===== src/rtl/joy_pkg.sv =====
// joy_pkg: shared types and constants for the joystick shift-chain sequencer.
//   joy_state_t  - sequencer states
//   P1_*/P2_*    - chain bit index (k) of each button
//   RIGHT..FIRE2 - bit position of each button in a joystick word
//   map_player() - builds one active-low joystick word from six chain bits
package joy_pkg;

  typedef enum logic [2:0] {
    IDLE,
    LOAD,
    SHIFT_LO,
    SHIFT_HI,
    COMPARE
  } joy_state_t;

  // Chain order for each player: fire2, fire1, right, left, down, up
  localparam int P1_FIRE2 = 2;
  localparam int P1_FIRE1 = 3;
  localparam int P1_RIGHT = 4;
  localparam int P1_LEFT  = 5;
  localparam int P1_DOWN  = 6;
  localparam int P1_UP    = 7;
  localparam int P2_FIRE2 = 8;
  localparam int P2_FIRE1 = 9;
  localparam int P2_RIGHT = 10;
  localparam int P2_LEFT  = 11;
  localparam int P2_DOWN  = 12;
  localparam int P2_UP    = 13;

  localparam int RIGHT = 0;
  localparam int LEFT  = 1;
  localparam int DOWN  = 2;
  localparam int UP    = 3;
  localparam int FIRE1 = 4;
  localparam int FIRE2 = 5;

  // i_f holds six consecutive chain bits, i_f[0] being the fire2 position.
  // Bits 7:6 of the result stay 1.
  function automatic logic [7:0] map_player(input logic [5:0] i_f);
    logic [7:0] w_word;
    w_word        = 8'hFF;
    w_word[FIRE2] = i_f[0];
    w_word[FIRE1] = i_f[1];
    w_word[RIGHT] = i_f[2];
    w_word[LEFT]  = i_f[3];
    w_word[DOWN]  = i_f[4];
    w_word[UP]    = i_f[5];
    return w_word;
  endfunction

endpackage


===== src/rtl/joy_tick_gen.sv =====
// joy_tick_gen: free-running divider producing a one-clk enable every
// CLK_DIV cycles. Cleared only by reset.
//   i_clk   - system clock
//   i_reset - synchronous active-high reset
//   o_tick  - high for one clk when the counter wraps
module joy_tick_gen #(
  parameter int CLK_DIV = 64
) (
  input  logic i_clk,
  input  logic i_reset,
  output logic o_tick
);

  localparam int              CW   = (CLK_DIV > 1) ? $clog2(CLK_DIV) : 1;
  localparam logic [CW-1:0]   LAST = CW'(CLK_DIV - 1);

  logic [CW-1:0] r_cnt;

  always_ff @(posedge i_clk) begin
    if (i_reset)            r_cnt <= '0;
    else if (r_cnt == LAST) r_cnt <= '0;
    else                    r_cnt <= r_cnt + CW'(1);
  end

  assign o_tick = (r_cnt == LAST);

endmodule


===== src/rtl/joy_scan_ctrl.sv =====
// joy_scan_ctrl: sequencer for the joystick parallel-in/serial-out chain.
// Loads the chain, shifts NBITS bits out on JOY_CLK, and publishes the two
// joystick words once SETTLE_FRAMES consecutive identical frames are seen.
//   clk, reset  - system clock, synchronous active-high reset
//   scan_en     - frames run back-to-back while high
//   JOY_DATA    - serial chain data (active-low buttons)
//   JOY_CLK     - registered shift clock to the chain
//   JOY_LOAD    - registered parallel-load strobe, active-low
//   JOY_SELECT  - adaptor select, tied high
//   joystick1/2 - {1,1,fire2,fire1,up,down,left,right}, active-low
//   frame_valid - one-clk pulse when joystick1/2 update
//   busy        - sequencer not idle
module joy_scan_ctrl
  import joy_pkg::*;
#(
  parameter int CLK_DIV       = 64,
  parameter int NBITS         = 16,
  parameter int SETTLE_FRAMES = 2
) (
  input  logic       clk,
  input  logic       reset,
  input  logic       scan_en,
  input  logic       JOY_DATA,
  output logic       JOY_CLK,
  output logic       JOY_LOAD,
  output logic       JOY_SELECT,
  output logic [7:0] joystick1,
  output logic [7:0] joystick2,
  output logic       frame_valid,
  output logic       busy
);

  localparam int            KW    = $clog2(NBITS);
  localparam int            MW    = $clog2(SETTLE_FRAMES + 1);
  localparam logic [KW-1:0] KLAST = KW'(NBITS - 1);
  localparam logic [MW-1:0] MLAST = MW'(SETTLE_FRAMES);

  joy_state_t       r_state, w_nstate;
  logic             w_tick;
  logic             w_busy;
  logic             r_lcnt;      // ticks already spent in LOAD (0 or 1)
  logic [KW-1:0]    r_k;
  logic [NBITS-1:0] r_sample;
  logic [NBITS-1:0] r_prev;
  logic [MW-1:0]    r_match;
  logic [MW-1:0]    w_match_nx;
  logic             r_jclk;
  logic             r_jload;
  logic [7:0]       r_j1, r_j2;
  logic             r_fv;

  joy_tick_gen #(.CLK_DIV(CLK_DIV)) u_tick (
    .i_clk   (clk),
    .i_reset (reset),
    .o_tick  (w_tick)
  );

  always_comb begin
    w_nstate = r_state;
    w_busy   = (r_state != IDLE);
    case (r_state)
      IDLE:     if (w_tick && scan_en) w_nstate = LOAD;
      LOAD:     if (w_tick && r_lcnt)  w_nstate = SHIFT_LO;
      SHIFT_LO: if (w_tick)            w_nstate = SHIFT_HI;
      SHIFT_HI: if (w_tick)            w_nstate = (r_k == KLAST) ? COMPARE : SHIFT_LO;
      COMPARE:                         w_nstate = IDLE;
      default:                         w_nstate = IDLE;
    endcase
  end

  // Saturating run length of identical frames; a changed frame restarts at 1.
  always_comb begin
    w_match_nx = MW'(1);
    if (r_sample == r_prev)
      w_match_nx = (r_match == MLAST) ? MLAST : r_match + MW'(1);
  end

  always_ff @(posedge clk) begin
    if (reset) begin
      r_state  <= IDLE;
      r_lcnt   <= 1'b0;
      r_k      <= '0;
      r_sample <= '1;
      r_prev   <= '1;
      r_match  <= '0;
      r_jclk   <= 1'b0;
      r_jload  <= 1'b1;
      r_j1     <= 8'hFF;
      r_j2     <= 8'hFF;
      r_fv     <= 1'b0;
    end else begin
      r_state <= w_nstate;
      r_fv    <= 1'b0;
      case (r_state)
        IDLE: if (w_nstate == LOAD) begin
          r_jload <= 1'b0;
          r_lcnt  <= 1'b0;
        end
        LOAD: if (w_tick) begin
          if (r_lcnt) begin
            r_jload <= 1'b1;
            r_k     <= '0;
          end else begin
            r_lcnt <= 1'b1;
          end
        end
        SHIFT_LO: if (w_tick) begin
          // JOY_DATA is still the pre-edge bit: the chain shifts on our rise
          r_jclk        <= 1'b1;
          r_sample[r_k] <= JOY_DATA;
        end
        SHIFT_HI: if (w_tick) begin
          r_jclk <= 1'b0;
          r_k    <= r_k + KW'(1);
        end
        COMPARE: begin
          r_match <= w_match_nx;
          r_prev  <= r_sample;
          if (w_match_nx == MLAST) begin
            r_j1 <= map_player(r_sample[P1_UP:P1_FIRE2]);
            r_j2 <= map_player(r_sample[P2_UP:P2_FIRE2]);
            r_fv <= 1'b1;
          end
        end
        default: ;
      endcase
    end
  end

  assign JOY_CLK     = r_jclk;
  assign JOY_LOAD    = r_jload;
  assign JOY_SELECT  = 1'b1;
  assign joystick1   = r_j1;
  assign joystick2   = r_j2;
  assign frame_valid = r_fv;
  assign busy        = w_busy;

endmodule

===== config.mk =====
export PLATFORM = sky130hd
export DESIGN_NAME = joy_scan_ctrl
export DESIGN_NICKNAME = d
export VERILOG_FILES = /design/src/rtl/joy_pkg.sv /design/src/rtl/joy_tick_gen.sv /design/src/rtl/joy_scan_ctrl.sv
export SDC_FILE = /design/constraint.sdc
export NUM_CORES = 1
export LEC_CHECK = 0
export CAP_MARGIN = 15
export CORE_MARGIN = 8
export CORE_UTILIZATION = 25
export DETAILED_ROUTE_END_ITERATION = 10
export MAX_ROUTING_LAYER = met4
export PLACE_DENSITY_LB_ADDON = 0.25
export SLEW_MARGIN = 20
export SYNTH_ARGS = -nofsm -noshare
export SYNTH_HDL_FRONTEND = slang
export SYNTH_SLANG_ARGS = --single-unit

===== constraint.sdc =====
create_clock -name clk -period 4 [get_ports clk]
set_input_delay 0.8 -clock clk [delete_from_list [all_inputs] [get_ports clk]]
set_output_delay 0.8 -clock clk [all_outputs]
set_load 0.005 [all_outputs]

# Word level (Yosys, flattened, before mapping)
# Cells that the tools add are included.
dict set report totals {
  in_bits 4
  output_inout_bits 21
  elab_cells 73
  reg_bits 63
}
dict set report op_classes {
  add_sub_neg 3
  magnitude_cmp 2
  eq_ne 15
  mux 24
  bitwise 1
  reduce_logical 16
}
# cell n
set ops {}
lappend ops {{16-bit bitwise mux} 1}
lappend ops {{16-bit == test} 1}
lappend ops {{3-bit two-way mux} 5}
lappend ops {{4-bit two-way mux} 3}
lappend ops {{3-bit case mux with 4 select lines} 1}
lappend ops {{2-bit != test (second input constant)} 5}
lappend ops {{4-bit case mux with 2 select lines} 1}
lappend ops {{4-bit AND reduction} 2}
lappend ops {{1-bit two-way mux} 7}
lappend ops {{6-bit by 1-bit adder with 6-bit output (second input constant)} 1}
lappend ops {{3-bit by 1-bit == test with 1-bit output (second input constant)} 2}
lappend ops {{3-bit by 2-bit == test with 1-bit output (second input constant)} 2}
lappend ops {{6-bit == test (second input constant)} 1}
lappend ops {{1-bit case mux with 2 select lines} 3}
lappend ops {{3-bit AND reduction} 2}
lappend ops {{2-bit nonzero test} 3}
lappend ops {{4-bit by 5-bit < comparator with 1-bit output (second input constant)} 1}
lappend ops {{4-bit by 1-bit adder with 4-bit output (second input constant)} 1}
lappend ops {{1-bit demux with 4-bit select} 1}
lappend ops {{2-bit == test (second input constant)} 2}
lappend ops {{4-bit == test (second input constant)} 1}
lappend ops {{4-bit by 1-bit >= comparator with 1-bit output (second input constant)} 1}
lappend ops {{2-bit two-way mux} 2}
lappend ops {{2-bit AND reduction} 2}
lappend ops {{7 further kinds} 10}

# Longest topological paths before layout
# Gate-level depths: netlist of run 1.
dict set report logic_depth {
  ltp_word 7
  ltp_mapped 6
  ltp_nobuf 6
}

# Cells and area by module
# Synthesis of run 1 repeated with hierarchy kept, for this count alone.
dict set report unflattened {
  cells_unflattened 298
  area_unflattened_um2 2875.3
}
# mod cells_per_inst n_inst area_per_inst_um2 seq_area_each_um2
set modules_own_cells {}
lappend modules_own_cells {joy_scan_ctrl 274 1 2637.5 1141.1}
lappend modules_own_cells {joy_tick_gen 24 1 237.7 120.1}

# Worst setup path before layout of run 1
# Ideal clock, no wire load.
dict set report synth_timing {
  path_type {flip-flop to flip-flop}
  start {reg u_tick.r_cnt[0]}
  end {reg r_sample[2]}
  n_path_buf 0
  setup_time_ns 0.136
  arrival_ns 1.510
  required_ns 3.864
  stages_incl_launch_ff 7
  slack_ns 2.354
  synth_period_minus_slack_ns 1.646
  path_cell_list {dfxtp_1 ha_1 and3_1 nand3_1 nor4_4 nand2_1 mux2i_1}
}
dict set report synth_via {
  elab_chain_cells 2
}
# element line_no
set synth_rtl {}
lappend synth_rtl {{start: declaration} joy_tick_gen.sv:17} ;# logic [CW-1:0] r_cnt;
lappend synth_rtl {{start signal: assignment} joy_tick_gen.sv:22} ;# else r_cnt <= r_cnt + CW'(1);
lappend synth_rtl {{6-bit == test} joy_tick_gen.sv:25} ;# assign o_tick = (r_cnt == LAST);
lappend synth_rtl {{2-bit AND reduction (no line)} --}
lappend synth_rtl {{end signal: assignment} joy_scan_ctrl.sv:83} ;# r_sample <= '1;
lappend synth_rtl {{end signal: indexed assignment} joy_scan_ctrl.sv:110} ;# r_sample[r_k] <= JOY_DATA;
lappend synth_rtl {{end: declaration} joy_scan_ctrl.sv:43} ;# logic [NBITS-1:0] r_sample;
# Every way passes these cells.
# A chain may end at the register's enable or synchronous reset.

# Worst setup path in the final report of run 1
dict set report layout_timing {
  start {reg r_state[1]}
  end {out busy}
}
dict set report layout_via {
  elab_chain_cells 1
}
# element line_no
set layout_rtl {}
lappend layout_rtl {{start: declaration} joy_scan_ctrl.sv:38} ;# joy_state_t r_state, w_nstate;
lappend layout_rtl {{start signal: assignment} joy_scan_ctrl.sv:92} ;# r_state <= w_nstate;
lappend layout_rtl {{3-bit nonzero test} joy_scan_ctrl.sv:60} ;# w_busy = (r_state != IDLE);
lappend layout_rtl {{end: declaration} joy_scan_ctrl.sv:30} ;# output logic busy
# Every way passes these cells.

==> results of run 1 <==
## registers in the layout (all words and copies together), names as in the netlist
signal	flops
joystick2	6
joystick1	6
r_state	3
frame_valid	1
JOY_LOAD	1
r_match	2
r_sample	16
r_k	4
JOY_CLK	1
u_tick.r_cnt	6
r_lcnt	1
r_prev	16
## cells in the mapped netlist, drive strengths merged (2+ instances only)
master,n
a211o,10
a211oi,2
a21oi,6
a31oi,3
and3,3
buf,12
clkbuf,5
dfxtp,63
ha,6
inv,9
mux2i,29
nand2,27
nand2b,3
nand3,8
nand4,7
nand4b,4
nor2,40
nor2b,6
nor3,6
nor3b,2
nor4,4
o211ai,3
or3,2
xnor2,19
xor2,3
## kinds of logic (layout without fill, tap and decap cells)
| family | after synthesis | count (layout) | share of synthesized area |
|---|---|---|---|
| and+or+nand+nor | 117 | 117 | 0.224 |
| DFF | 63 | 63 | 0.444 |
| AOI/OAI and AO/OA | 29 | 29 | 0.0766 |
| muxes | 29 | 29 | 0.102 |
| buffers and inverters | 27 | 44 | 0.0581 |
| xor gates and xnor gates | 22 | 22 | 0.0678 |
| adders and majority gates | 6 | 6 | 0.0264 |
| other | 1 | 5 | 0.00132 |
## placed cells by master, fill, tap and decap left out, types with 2 or more instances in the layout
master | Yosys | routed
or3_1 | 2 | 2
nor2_1 | 40 | 40
nor4_4 | 2 | 2
nand3_1 | 8 | 8
nand2b_1 | 3 | 3
inv_1 | 9 | 9
and3_1 | 3 | 3
conb_1 | 1 | 5
xnor2_1 | 19 | 19
nand4b_1 | 4 | 4
a31oi_1 | 3 | 3
clkdlybuf4s50_1 | 0 | 18
dfxtp_1 | 63 | 63
a211oi_1 | 2 | 2
buf_4 | 6 | 2
nand4_1 | 6 | 6
nand2_1 | 27 | 27
clkbuf_1 | 5 | 2
o211ai_1 | 3 | 3
a21oi_1 | 6 | 6
mux2i_1 | 29 | 29
a211o_1 | 10 | 10
nor2b_1 | 6 | 6
ha_1 | 6 | 6
nor3_1 | 5 | 5
nor4_1 | 2 | 2
clkbuf_16 | 0 | 9
clkbuf_8 | 0 | 2
xor2_1 | 3 | 3
## worst paths after layout
check,startpoint,depth (start not counted),to,slack (ns)
max,r_state[1]$_SDFF_PP0_,3,busy,1.65
min,u_tick.r_cnt[0]$_SDFF_PP0_,1,u_tick.r_cnt[0]$_SDFF_PP0_,0.46
max reg2reg,u_tick.r_cnt[0]$_SDFF_PP0_,6,r_k[3]$_SDFFE_PP0P_,1.97
min reg2reg,u_tick.r_cnt[0]$_SDFF_PP0_,1,u_tick.r_cnt[0]$_SDFF_PP0_,0.46
## worst max-delay path: cells and delay by family, from the launching register on
kind / cells / cell delay, ns
flops: 1 / 0.49
simple gates: 1 / 0.08
buf+inv: 2 / 0.65
## stage by stage
step                power, µW  cells  worst slack [ns]  area (µm²)  hold slack, ns
floorplan                 667    298              2.35        2860           0.425
global placement          671    444              1.98        3110           0.437
detailed placement        671    444              1.95        3110           0.445
CTS                      1370    458              1.65        3380           0.460
global route             1410    458              1.54        3380           0.485
finish                   1350    458              1.65        3380           0.457
## power by group through the flow
stage	clock, µW	combinational, µW	sequential (µW)
floorplan	0	21.9	645
global placement	0	25.3	646
detailed placement	0	25.5	646
CTS	716	25.5	633
global route	748	28.1	632
finish	694	25.0	633
## metal layers
metal | share of wire | track usage | vias up
met5 | 0 | - | -
met4 | 0.0053 | 0.0297 | 0
met3 | 0.043 | 0.0304 | 6
met2 | 0.45 | 0.136 | 41
met1 | 0.50 | 0.107 | 951
li1 | - | - | 1041
## final cells by class
cell class | instances | area share
timing repair buffer | 21 | 0.0593
clock inverter | 1 | 0.00148
inverter | 9 | 0.0100
tap | 143 | 0.0530
sequential | 63 | 0.374
multi-input combinational | 208 | 0.426
clock buffer | 13 | 0.0771
==> impl_metrics.tcl, run 1 <==
set metrics [dict create \
    outcome "completed" \
    wirelength_um 6040 \
    start_util 0.252 \
    yosys_warnings 0 \
    grt_usage 0.0888 \
    cp.required_ns 3.20 \
    dpl.hpwl_um 4160 \
    tns_ns 0 \
    maxCapViolCount 0 \
    path_cells "inv_1, nand2_1, clkdlybuf4s50_1" \
    rsz0062_at_grt "no" \
    switching_share 0.200 \
    synth_cells 294 \
    drive_above_1_share 0.0698 \
    hold_class "reg -> reg" \
    cts_tree "built" \
    cts.clk_slew.worst_paths_ns 0.05 \
    setup_viol 0 \
    cp_slowest_stage_delay_ns 0.50 \
    grt_max_degree 35 \
    synth_ff_type "dfxtp_1" \
    avgSynthCellArea_um2 9.66 \
    clock_path_buffers 2 \
    tightest_slew_ns 0.780 \
    grt_pass1_vias 2032 \
    max_freq_ghz 0.425 \
    arrival_ns 1.55 \
    power_frac_comb 0.018 \
    seq_area_frac_synth 0.444 \
    critPathSlowestCell "clkdlybuf4s50_1" \
    htree_levels 3 \
    critical_path_class "reg -> out" \
    diodes 0 \
    dieWidth_um 123 \
    syn_to_final_growth_pct 18.8 \
    vias 2039 \
    cp_max_fo 8 \
    multi_input_area_um2 1440 \
    fin_skew_ns 0.00486 \
    die_area_um2 15000 \
    nFillCells 1186 \
    p_switching_uw 270 \
    grt_pass1_wl_um 10100 \
    clock_insertion_delay_worst_skew_ns 0.32 \
    hold_viol_final 0 \
    grt.overflow.total 0 \
    wl_per_cell_um 13.2 \
    die_h_um 123 \
    cts.sinks 63 \
    synth_largest_area_cell "dfxtp_1" \
    ir_drop_uv 182 \
    synth-seq-cells 63 \
    drtAntennaViolNets 0 \
    relSlewSlack 0.472 \
    post_cts_buffers 0 \
    fin_crit_sh 0.588 \
    port_buffers 19 \
    period_needed_ns 2.35 \
    async_reset_ff_frac 0 \
    synth_top_area_share 0.444 \
    nNetsFinal 322 \
    synthTopCellsByArea "dfxtp_1 (44%), mux2i_1 (10%), xnor2_1 (5.9%), nor2_1 (5.3%), nand2_1 (3.6%)" \
    cellPowerDensity_nw_per_um2 401 \
    synth_edf_count 0 \
    pwr-share-seq 0.468 \
    synth_area_um2 2840 \
    cts_buffers 9 \
    core_um2 11300 \
    antenna_found_initial 0 \
    seq_area_um2 1260 \
    internal_power_uw 1080 \
    power.leakage_uw 0.00135 \
    root_buffer "clkbuf_16" \
    gp_congestion 0.795 \
    worstSetupEndpointType "output port" \
    via_per_inst 4.45 \
    ys_types 43 \
    hold_buffers 0 \
    start_kind "flop" \
    clkPwrFrac 0.513 \
    cts.repair.resized 0 \
    pin_count 25 \
    dr.pass1.iters 4 \
    utilization 0.299 \
    slew_violations 0 \
    drc 0 \
    drt_iter0_markers 97 \
    fp-row-count 39 \
]
Power figures use the tool's default switching activity.
==> inputs of run 2 (changes only) <==
clock period = 1.95 ns   (was 4 ns; I/O delays follow)
==> run 2 against run 1 <==
Sequential power up 110%. Routed wire length rose by 3.1%. Die area did not move. Register-to-register slack lost 1.8 ns. Sequential share of layout area is 2.2 points lower. First-iteration DRC count up 3.1%. Highest routed layer unchanged. Clock-buffer cell count decreased by 2. Clock power grew to 2.5 times the previous value. Non-clock buffer count rose by 18. Cell count rose by 4.4%. Cell area up 6.3%. Critical path depth up 1.
==> impl_metrics.tcl, run 2 (same netlist as run 1, synthesis figures left out) <==
set metrics [dict create \
    outcome "completed" \
    cts_buffers 9 \
    start_kind "flop" \
    wirelength_um 6220 \
    tns_ns 0 \
    worstSetupEndpointType "output port" \
    grt_pass1_wl_um 10400 \
    fin_crit_sh 0.946 \
    max_freq_ghz 0.542 \
    cts.sinks 63 \
    grt.overflow.total 0 \
    root_buffer "clkbuf_16" \
    vias 2103 \
    post_cts_buffers 0 \
    grt_usage 0.0903 \
    pin_count 25 \
    drtAntennaViolNets 0 \
    dr.pass1.iters 4 \
    cts.clk_slew.worst_paths_ns 0.05 \
    syn_to_final_growth_pct 26.3 \
    cp.required_ns 1.56 \
    drc 0 \
    grt.met2_usage 0.137 \
    grt_max_degree 23 \
    cellPowerDensity_nw_per_um2 864 \
    period_needed_ns 1.84 \
    top_usage_layer "met2" \
    wl_per_cell_um 13.0 \
    setup_viol 0 \
    fin_skew_ns 0.00546 \
    r2r_setup_slack_ns 0.15 \
    core_um2 11300 \
    slew_violations 0 \
    power.leakage_uw 0.00147 \
    rsz0062_at_grt "no" \
    cp_max_fo 5 \
    met3_usage 0.0262 \
    layout_commonest_cell "dfxtp_1" \
    power_frac_comb 0.019 \
    cts_tree "built" \
    grt_pass1_vias 2046 \
    final_cell_mix "dfxtp_1 (62), nor2_1 (40), mux2i_1 (29)" \
    drt_iter0_markers 100 \
    p_switching_uw 605 \
    dpl.hpwl_um 4470 \
    pwr-share-seq 0.418 \
    critical_path_class "reg -> out" \
    gp_congestion 0.769 \
    clkPwrFrac 0.563 \
    clock_path_buffers 2 \
    gr-usage-met1 0.115 \
    maxCapViolCount 0 \
    utilization 0.318 \
    nNetsFinal 340 \
    hold_class "in -> reg" \
    antenna_found_initial 0 \
    top_regs "r_prev: 16 flops, r_sample: 16 flops" \
    arrival_ns 1.45 \
    htree_levels 3 \
    total_power_uw 3100 \
    hold_buffers 0 \
    hold_viol_final 0 \
    internal_power_uw 2500 \
    diodes 0 \
    seq_area_um2 1260 \
    die_h_um 123 \
    fp-row-count 39 \
    multi_input_area_um2 1440 \
    die_area_um2 15000 \
    via_per_inst 4.40 \
    port_buffers 19 \
    clock_insertion_delay_worst_skew_ns 0.32 \
    start_util 0.252 \
    drive_above_1_share 0.137 \
    dieWidth_um 123 \
    switching_share 0.195 \
    ir_drop_uv 394 \
    nFillCells 1172 \
]
run 2: cell type report:
type / count / area share
clock buffers: 11 / 0.0704
clock inverters: 5 / 0.0223
inverters: 9 / 0.00941
multi-input cells: 208 / 0.402
flip-flops and latches: 63 / 0.352
well taps: 143 / 0.0498
repair buffers: 39 / 0.0945
run 2: worst paths after layout:
kind / start / endpoint / cells after the start
max: r_state[2]$_SDFF_PP0_ / busy / 4
min: reset / u_tick.r_cnt[2]$_SDFF_PP0_ / 2
max reg2reg: r_state[2]$_SDFF_PP0_ / r_sample[7]$_SDFFE_PP1P_ / 4
min reg2reg: u_tick.r_cnt[0]$_SDFF_PP0_ / u_tick.r_cnt[0]$_SDFF_PP0_ / 1
run 2: per-layer routing:
layer	up-vias	wire length [µm]
met5	-	0
met4	0	16
met3	2	265
met2	33	2730
met1	987	3210
li1	1081	-
run 2: stage by stage:
stage	instances	cell area (µm²)	hold slack, ns	setup slack [ns]
after global placement	462	3250	0.433	0.137
after floorplan	298	2860	0.425	0.304
after global routing	478	3590	0.432	0.00874
after detailed placement	462	3250	0.439	0.147
after CTS	478	3580	0.418	0.0537
final	478	3590	0.431	0.106
run 2: repair_timing:
| item | in CTS | in global routing |
|---|---|---|
| endpoints found under the hold margin | 0 | 0 |
| endpoints found under the setup margin | 0 | 7 |
| resized for setup | 0 | 3 |
run 2: power groups by stage:
stage | sequential [µW] | combinational [µW] | clock (µW)
5_1_grt | 1300 | 65.0 | 1860
3_3_place_gp | 1320 | 57.7 | 0
6_report | 1300 | 57.6 | 1750
2_1_floorplan | 1320 | 44.8 | 0
3_5_place_dp | 1320 | 57.9 | 0
4_1_cts | 1300 | 58.1 | 1790
run 2: critical path, stage by stage, from the launching register on:
cell,delay (ns)
dfxtp_1,0.37
buf_4,0.15
nor2_1,0.05
nand2_1,0.06
clkdlybuf4s50_1,0.50
==> inputs of run 3 (changes only) <==
HOLD_SLACK_MARGIN = 0.1   (was unset)
PLACE_DENSITY = 0.46   (was unset)
PLACE_DENSITY_LB_ADDON = unset   (was 0.25)
==> run 3 against run 2 <==
Clock-buffer cell count unchanged. Combinational power shrank 2%. Routed wire length is 1.8% higher. First-iteration DRC count down 29%. Critical path depth is the same.
==> impl_metrics.tcl, run 3 (same netlist as run 1, synthesis figures left out) <==
set metrics [dict create \
    outcome "completed" \
    r2r_start "r_state[0]$_SDFF_PP0_" \
    antenna_found_initial 0 \
    clock_insertion_delay_worst_skew_ns 0.33 \
    drtAntennaViolNets 0 \
    pin_count 25 \
    tns_ns 0 \
    period_needed_ns 1.86 \
    p_switching_uw 602 \
    grt_pass1_wl_um 10500 \
    slew_violations 0 \
    switching_share 0.204 \
    via_per_inst 4.43 \
    dr.pass1.iters 4 \
    final_cell_mix "dfxtp_1 (62), nor2_1 (40), mux2i_1 (29)" \
    core_um2 11300 \
    top_regs "r_prev: 16 flops, r_sample: 16 flops" \
    cts.clk_slew.worst_paths_ns 0.06 \
    pwr-share-seq 0.439 \
    drc 0 \
    holdPathStages 2 \
    start_util 0.252 \
    htree_levels 3 \
    grt_pass1_vias 2132 \
    die_h_um 123 \
    wirelength_um 6330 \
    nFillCells 1175 \
    cp_slowest_stage_delay_ns 0.50 \
    start_kind "flop" \
    cts_buffers 9 \
    cts_tree "built" \
    cp.required_ns 1.56 \
    dieWidth_um 123 \
    fin_area_um2 3600 \
    path_cells "buf_4, nor2_1, nand2_1, clkdlybuf4s50_1" \
    clock_path_buffers 2 \
    worstReg2RegEnd "r_sample[5]$_SDFFE_PP1P_" \
    fin_skew_ns 0.00798 \
    hold_class "in -> reg" \
    nNetsFinal 344 \
    reg2reg_depth 6 \
    rsz0062_at_grt "no" \
    power_frac_comb 0.019 \
    wl_per_cell_um 13.2 \
    seq_area_um2 1260 \
    maxCapViolCount 0 \
    r2r_setup_slack_ns 0.17 \
    die_area_um2 15000 \
    critPathSlowestCell "clkdlybuf4s50_1" \
    grt_usage 0.0920 \
    grt.overflow.total 0 \
    drt_iter0_markers 71 \
    dpl.hpwl_um 4590 \
    multi_input_area_um2 1440 \
    power.leakage_uw 0.00147 \
    syn_to_final_growth_pct 26.6 \
    fp-row-count 39 \
    grt_max_degree 23 \
    cts.sinks 63 \
    layout_commonest_cell "dfxtp_1" \
    cp-startpoint "r_state[0]$_SDFF_PP0_" \
    endpoint "busy" \
    placedInstanceArea_um2 3260 \
    diodes 0 \
    port_buffers 19 \
    hold_viol_final 0 \
    vias 2131 \
    worstSetupEndpointType "output port" \
    clkPwrFrac 0.542 \
    internal_power_uw 2350 \
    cellPowerDensity_nw_per_um2 822 \
    root_buffer "clkbuf_16" \
    fin_crit_sh 0.953 \
    arrival_ns 1.47 \
    ir_drop_uv 409 \
    critical_path_class "reg -> out" \
    setup_viol 0 \
    cp_max_fo 5 \
    gp_congestion 0.817 \
    drive_above_1_share 0.145 \
    max_freq_ghz 0.538 \
]
[run 3: changes by cell type in the layout (fill, tap and decap cells not counted), sizes merged]
cell | before | now
clkinvlp | 2 | 0
buf | 21 | 25
bufinv | 2 | 1
clkinv | 1 | 3
[run 3: worst min path at each step]
stage                                     from                         end  slack (ns)
finish                                   reset  u_tick.r_cnt[2]$_SDFF_PP0_        0.40
floorplan           u_tick.r_cnt[0]$_SDFF_PP0_  u_tick.r_cnt[0]$_SDFF_PP0_        0.42
global route                             reset  u_tick.r_cnt[4]$_SDFF_PP0_        0.42
global placement    u_tick.r_cnt[0]$_SDFF_PP0_  u_tick.r_cnt[0]$_SDFF_PP0_        0.43
CTS                                      reset  u_tick.r_cnt[2]$_SDFF_PP0_        0.40
detailed placement  u_tick.r_cnt[0]$_SDFF_PP0_  u_tick.r_cnt[0]$_SDFF_PP0_        0.45
[run 3: cell type report]
class / instances / share of cell area
clock buffer: 11 / 0.0703
clock inverter: 4 / 0.0125
inverter: 9 / 0.00939
multi-input combinational: 208 / 0.401
sequential: 63 / 0.351
tap: 143 / 0.0498
timing repair buffer: 43 / 0.106
[run 3: layer usage]
metal  part of all wire  routed length [µm]  track usage  vias to the layer above
met3              0.038                 238       0.0267                        9
met1               0.51                3210        0.119                     1005
met2               0.44                2800        0.131                       31
met4              0.013                  82       0.0396                        0
li1                   -                   -            -                     1086
met5                  0                   0            -                        -
[run 3: power by group through the flow]
| stage | Clock, µW | Combinational, µW | Sequential [µW] |
|---|---|---|---|
| after floorplan | 0 | 44.8 | 1320 |
| after global placement | 0 | 57.8 | 1320 |
| after detailed placement | 0 | 57.0 | 1320 |
| after CTS | 1640 | 57.1 | 1300 |
| after global routing | 1700 | 63.1 | 1300 |
| final | 1600 | 56.3 | 1300 |
[run 3: repair_timing]
| item | 4_1_cts | 5_1_grt |
|---|---|---|
| setup buffers | 0 | 2 |
| gates resized for setup | 0 | 3 |
| endpoints found under the setup margin | 0 | 23 |
| hold buffers | 0 | 0 |
[run 3: worst max-delay path, delay by kind of cell, from the launching register on]
family / cells / cell delay [ns]
buffers and inverters: 2 / 0.65
flip-flops: 1 / 0.38
AND/OR/NAND/NOR: 2 / 0.11
[run 3: per-stage QoR]
stage	hold slack, ns	power (µW)	util	std cells	setup slack [ns]
floorplan	0.425	1370	-	298	0.304
global placement	0.429	1380	0.289	464	0.135
detailed placement	0.447	1380	0.289	464	0.0980
CTS	0.395	3000	0.316	479	0.00687
global route	0.420	3060	0.319	481	0.0130
finish	0.400	2960	0.319	481	0.0907
